<file path="src/rtl/addsub8_sequencer.sv">
// addsub8_sequencer: 8-bit add/subtract built from one 4-bit ripple-carry
// slice used twice (low nibble, then high nibble) with a registered carry.
// Valid/ready handshake on both the operand and the result side.
// Optional macro ADDSUB8_SEQ_OVF_EN enables the signed-overflow flag;
// without it ovf is tied to 0 and the overflow logic is absent.
module addsub8_sequencer (
  input  logic       clk,
  input  logic       rst,
  input  logic       in_valid,
  output logic       in_ready,
  input  logic [7:0] a,
  input  logic [7:0] b,
  input  logic       cin,
  input  logic       mode,
  output logic       out_valid,
  input  logic       out_ready,
  output logic [7:0] s,
  output logic       cout,
  output logic       ovf
);

  typedef enum logic [1:0] {IDLE, LO, HI, DONE} state_t;

  state_t     state, state_nxt;
  logic [7:0] a_q, b_q;
  logic       cin_q, mode_q;
  logic       c4;
  logic [3:0] s_lo;
  logic [7:0] s_q;
  logic       cout_q;

  logic [3:0] sl_a, sl_b, sl_sum;
  logic       sl_cin, sl_cout;
  logic       rc;

  // State register; reset returns to IDLE from any state
  always_ff @(posedge clk) begin
    if (rst) state <= IDLE;
    else     state <= state_nxt;
  end

  // Next-state and handshake outputs, decoded from state only
  always_comb begin
    state_nxt = state;
    in_ready  = 1'b0;
    out_valid = 1'b0;
    case (state)
      IDLE: begin
        in_ready = 1'b1;
        if (in_valid) state_nxt = LO;
      end
      LO:   state_nxt = HI;
      HI:   state_nxt = DONE;
      DONE: begin
        out_valid = 1'b1;
        if (out_ready) state_nxt = IDLE;
      end
      default: state_nxt = IDLE;
    endcase
  end

  // Operand capture at accept; later input changes are ignored
  always_ff @(posedge clk) begin
    if (rst) begin
      a_q    <= '0;
      b_q    <= '0;
      cin_q  <= 1'b0;
      mode_q <= 1'b0;
    end else if (state == IDLE && in_valid) begin
      a_q    <= a;
      b_q    <= b;
      cin_q  <= cin;
      mode_q <= mode;
    end
  end

  // Slice operand select: high nibble in HI, low nibble otherwise; B inverted for subtract
  always_comb begin
    sl_a   = (state == HI) ? a_q[7:4] : a_q[3:0];
    sl_b   = ((state == HI) ? b_q[7:4] : b_q[3:0]) ^ {4{mode_q}};
    sl_cin = (state == HI) ? c4 : (mode_q | cin_q);
  end

  // The single 4-bit ripple-carry slice
  always_comb begin
    sl_sum = '0;
    rc     = sl_cin;
    for (int unsigned i = 0; i < 4; i++) begin
      sl_sum[i] = sl_a[i] ^ sl_b[i] ^ rc;
      rc        = (sl_a[i] & sl_b[i]) | (rc & (sl_a[i] ^ sl_b[i]));
    end
    sl_cout = rc;
  end

  // Low nibble is staged in s_lo so the visible result only changes in HI
  always_ff @(posedge clk) begin
    if (rst) begin
      c4     <= 1'b0;
      s_lo   <= '0;
      s_q    <= '0;
      cout_q <= 1'b0;
    end else begin
      case (state)
        LO: begin
          s_lo <= sl_sum;
          c4   <= sl_cout;
        end
        HI: begin
          s_q    <= {sl_sum, s_lo};
          cout_q <= sl_cout;
        end
        default: ;
      endcase
    end
  end

  assign s    = s_q;
  assign cout = cout_q;

`ifdef ADDSUB8_SEQ_OVF_EN
  logic ovf_q;

  // Signed overflow: carry into bit 7 differs from carry out of bit 7
  always_ff @(posedge clk) begin
    if (rst)              ovf_q <= 1'b0;
    else if (state == HI) ovf_q <= a_q[7] ^ sl_b[3] ^ sl_sum[3] ^ sl_cout;
  end

  assign ovf = ovf_q;
`else
  assign ovf = 1'b0;
`endif

endmodule

</file>
<file path="config.mk">
export PLATFORM = sky130hd
export DESIGN_NAME = addsub8_sequencer
export DESIGN_NICKNAME = d
export VERILOG_FILES = /design/src/rtl/addsub8_sequencer.sv
export SDC_FILE = /design/constraint.sdc
export NUM_CORES = 1
export LEC_CHECK = 0
export BUFFER_PORTS_ARGS = -buffer_cell sky130_fd_sc_hd__buf_4
export CORE_MARGIN = 4
export CORE_UTILIZATION = 53
export CTS_CLUSTER_DIAMETER = 30
export DETAILED_ROUTE_END_ITERATION = 6
export PLACE_DENSITY = 0.76
export SYNTH_ARGS = -nofsm -noshare
export SYNTH_HDL_FRONTEND = slang
export SYNTH_SLANG_ARGS = --single-unit
</file>
<file path="constraint.sdc">
create_clock -name clk -period 3.45 [get_ports clk]
set_input_delay 0.1725 -clock clk [delete_from_list [all_inputs] [get_ports clk]]
set_output_delay 0.1725 -clock clk [all_outputs]
set_load 0.05 [all_outputs]
</file>
# --- After elaboration in Yosys (flattened, before gate mapping) ---
# Index checks and enable logic that the tools add are counted.
totals:
  register_bits: 34
  latchBits: 0
  mem_bits_rw: 0
  mem_bits_ro: 0
  inputBits: 22
  n_memories: 0
classes:
  addsub: 0
  mul: 0
  n_div: 0
  magnitude_cmp: 0
  eq_ne: 5
  n_shift: 0
  muxes: 8
  bitwise_logic: 22
  n_reduce_logical: 3
ops:
  columns: ["operator", "n"]
  rows:
  - ["1-bit bitwise AND", 8]
  - ["4-bit two-way mux", 2]
  - ["2-bit one-hot mux with 4 select lines", 1]
  - ["1-bit bitwise XOR", 8]
  - ["1-bit bitwise OR", 5]
  - ["2-bit equality test (second input constant)", 2]
  - ["2-bit two-way mux", 2]
  - ["2-bit inequality test (second input constant)", 2]
  - ["4-bit bitwise XOR", 1]
  - ["1-bit two-way mux", 3]
  - ["2-bit by 1-bit equality test with 1-bit output (second input constant)", 1]
  - ["2-bit zero test", 1]
  - ["2-bit AND reduction", 1]
  - ["1-bit logical AND", 1]

# --- Logic depth before layout (Yosys ltp) ---
logic_depth:
  depth_word: 12
  ltp_mapped: 13
  depth_no_buf: 12

# --- Worst setup path after synthesis ---
# Ideal clock, no wire load.
synth_path:
  path_kind: "register -> register"
  startpoint: "register state[0]"
  endpoint: "register s_q[7] (netlist: s[7])"
  setup_ns: 0.128
  arrival_ns: 2.751
  t_required_ns: 3.322
  path_slack_ns: 0.571
  stages_incl_launch_ff: 13
  n_path_buf: 1
  synth_period_minus_slack_ns: 2.879
  cell_sequence: "dfxtp_1 inv_1 ha_1 buf_4 mux2_2 fa_1 fa_1 inv_1 fa_1 inv_1 fa_1 mux2i_1 nor2_1"
synth_between:
  elab_chain_len: 11
synth_rtl:
  columns: ["element", "line_no", "text"]
  rows:
  - ["start, declared", "24", "state_t state, state_nxt;"]
  - ["start signal, assigned", "39", "else state <= state_nxt;"]
  - ["2-bit equality test *", "79, 80, 81", null]
  - ["4-bit two-way mux", "80", "sl_b = ((state == HI) ? b_q[7:4] : b_q[3:0]) ^ {4{mode_q}};"]
  - ["4-bit bitwise XOR", "80", null]
  - ["1-bit bitwise XOR", "90", "rc = (sl_a[i] & sl_b[i]) | (rc & (sl_a[i] ^ sl_b[i]));"]
  - ["1-bit bitwise AND", "90", null]
  - ["1-bit bitwise OR", "90", null]
  - ["1-bit bitwise AND", "90", null]
  - ["1-bit bitwise OR", "90", null]
  - ["1-bit bitwise AND", "90", null]
  - ["1-bit bitwise OR", "90", null]
  - ["1-bit bitwise XOR *", "89", "sl_sum[i] = sl_a[i] ^ sl_b[i] ^ rc;"]
  - ["named net sl_sum[3]", "32", "logic [3:0] sl_a, sl_b, sl_sum;"]
  - ["end signal, assigned", "109", "s_q <= {sl_sum, s_lo};"]
  - ["end, declared", "29", "logic [7:0] s_q;"]
# Mark *: on every way through the listed nets, which the timed path passes. The rest lies on a longest branch.
# A chain may end at the register's enable or synchronous reset.

# --- Worst setup path after layout ---
# Same ends and word-level chain as after synthesis.

==> results_dict.tcl <==
set metrics [dict create \
    layout-drive-gt1-share 0.2995 \
    wl_per_cell_um 13.70 \
    dpl_cell_area_sq_um 1780 \
    leakagePower_nw 0.7726 \
    setup_violations 0 \
    io_buffers 32 \
    period_share 0.8657 \
    setup_tns_ns 0 \
    outcome "completed" \
    worstSetupStartpointType "flip-flop" \
    grt.overflow.total 0 \
    setup_ws_ns 0.4634 \
    yosysWarnings 0 \
    max_freq_ghz 0.3348 \
    vias 1167 \
    critical-path-max-stage-delay_ns 0.47 \
    die_width_um 62.48 \
    path_buf_inv 3 \
    period_minus_slack_ns 2.987 \
    ys.flop_type "dfxtp_1" \
    area_delta_synth_final_pct 17.02 \
    cts_made_buffers 5 \
    num_rows 19 \
    cp_top_family "adder cells" \
    path_max_fanout 4 \
    r2r_cells 12 \
    synth_fp_nets 197 \
    core_area_sq_um 2805 \
    synth_area_sq_um 1573 \
    cpMostUsedCell "fa_1" \
    holdPathStages 3 \
    slew_violations 0 \
    irDropWorstVdd_uv 371.8 \
    dieArea_sq_um 3903 \
    cts_buffer_depth 2 \
    layout_commonest_cell "nand2_1" \
    synth_edf_count 0 \
    power_density_nw_per_um2 683.1 \
    drtIter0Drc 58 \
    postCtsSetupBuffers 0 \
    syn_area_per_cell_sq_um 9.418 \
    nets 226 \
    grt_pass1_wl_um 5554 \
    ys_types 25 \
    antenna_found_initial 0 \
    place_hpwl_um 2316 \
    cp.depth 12 \
    grt_max_degree 34 \
    rsz0062_at_grt "false" \
    cp.required_ns 3.68 \
    grt_pass1_vias 1229 \
    crit_type "flip-flop to flip-flop" \
    gp_congestion 0.8630 \
    via_per_inst 5.118 \
    placed_cells_incl_taps 220 \
    preCtsSetupSlack_ns 0.4611 \
    drtAntennaViolNets 0 \
    arrival_ns 3.21 \
    design_area_sq_um 1841 \
    clock-sinks 34 \
    async_flop_share 0 \
    ys_seq_area_frac 0.4328 \
    diodes 0 \
    crit_slowest_cell "fa_1" \
    crit_path_end_kind "flip-flop" \
    hold_buffers 0 \
    path_cells "inv_1 -> ha_1 -> mux2i_1 -> xnor2_1 -> fa_1 -> fa_1 -> inv_1 -> fa_1 -> inv_1 -> fa_1 -> mux2i_1 -> nor2_1" \
    startpoint "state[0]$_SDFFE_PP0P_" \
    pin_count 34 \
    cts_resized 0 \
    most-common-layout-cells "36 x nand2_1, 34 x dfxtp_1, 34 x buf_4" \
    hold_viol 0 \
    holdCritPathClass "primary input to flip-flop" \
    clock_latency_ns 0.34 \
    ys_ff_latch 34 \
    rr_startpoint "state[0]$_SDFFE_PP0P_" \
    start_util 0.5607 \
    cts_root_buffer "clkbuf_4" \
    drc 0 \
    cts.clk_slew.worst_paths_ns 0.10 \
    synthCells 167 \
    firstDrtPassIters 4 \
    drt-total-wl_um 3124 \
    final_cells 228 \
    fin_worst_skew_ns 0.004429 \
    cts_tree "built" \
    reg2reg_slack_ns 0.46 \
    cp-endpoint "s[7]$_SDFFE_PP0P_" \
    fp.dieH_um 62.48 \
    cap_violations 0 \
    track_usage 0.1779 \
    worstReg2RegEnd "s[7]$_SDFFE_PP0P_" \
    h-tree-depth 2 \
    power_w 0.001257 \
]
==> registers in the layout, indices dropped and copies added (netlist names) <==
name    cells
cin_q       1
b_q         8
s           8
c4          1
s_lo        4
mode_q      1
state       2
cout        1
a_q         8
==> worst min path at each step <==
stage	from	end	slack, ns
3_5_place_dp	b[4]	b_q[4]$_SDFFE_PP0P_	0.43
4_1_cts	b[4]	b_q[4]$_SDFFE_PP0P_	0.07
2_1_floorplan	b[3]	b_q[3]$_SDFFE_PP0P_	0.30
3_3_place_gp	b[5]	b_q[5]$_SDFFE_PP0P_	0.42
5_1_grt	b[3]	b_q[3]$_SDFFE_PP0P_	0.07
6_report	b[4]	b_q[4]$_SDFFE_PP0P_	0.07
==> power breakdown <==
group / internal [W] / switching (W) / total [W]
Clock: 0.0000987 / 0.000133 / 0.000232
Combinational: 0.000207 / 0.000310 / 0.000517
Sequential: 0.000464 / 0.0000445 / 0.000508
==> synth_stat cells (3+ instances only) <==
library cell   n  area, sq um
inv_1          6        22.52
ha_1           4        50.05
fa_1           4        80.08
dfxtp_1       34        680.7
buf_2          5        25.02
nand2_2        4        25.02
a21oi_1        9        45.04
xnor2_1        3        26.28
nor2_1        15        56.30
clkbuf_1       3        11.26
a21oi_2       10        87.58
mux2_2         3        33.78
mux2i_1       18        180.2
nand2_1       36        135.1
==> area by class of cell <==
cell class	instances	area [sq um]
sequential	34	680.7
clock buffer	7	55.05
tap	31	38.79
inverter	6	22.52
clock inverter	1	5.005
fill	239	964.7
timing repair buffer	34	255.2
multi-input combinational	115	783.3
==> through the flow <==
step / utilization / hold WS (ns)
after detailed placement: 0.6347 / 0.4275
after CTS: 0.6561 / 0.06594
final: 0.6561 / 0.07097
after global routing: 0.6561 / 0.06788
after floorplan: - / 0.2994
after global placement: 0.6347 / 0.4187
==> cell families (layout without fill, tap and decap cells) <==
family                     after synthesis  count (layout)  synth area share
xor gates and xnor gates                 4               4           0.02228
muxes                                   21              21            0.1360
adders and majority gates                8               8           0.08274
other                                    1               1          0.002384
AOI/OAI and AO/OA                       23              23            0.1034
and+or+nand+nor                         58              58            0.1512
buffers and inverters                   18              48           0.06920
DFF                                     34              34            0.4328
==> metal layers <==
| layer | track usage | up-vias | wire (um) |
|---|---|---|---|
| met5 | 0 | - | 0 |
| met4 | 0.07989 | 0 | 75 |
| met3 | 0.06655 | 10 | 202 |
| met2 | 0.2850 | 40 | 1522 |
| met1 | 0.2114 | 525 | 1324 |
| li1 | - | 592 | - |
==> tightest hold or removal path: stages <==
cell	delay [ns]
buf_4	0.11
nand2_2	0.05
a21oi_2	0.04
No activity file was read; power rests on OpenSTA's default activity.
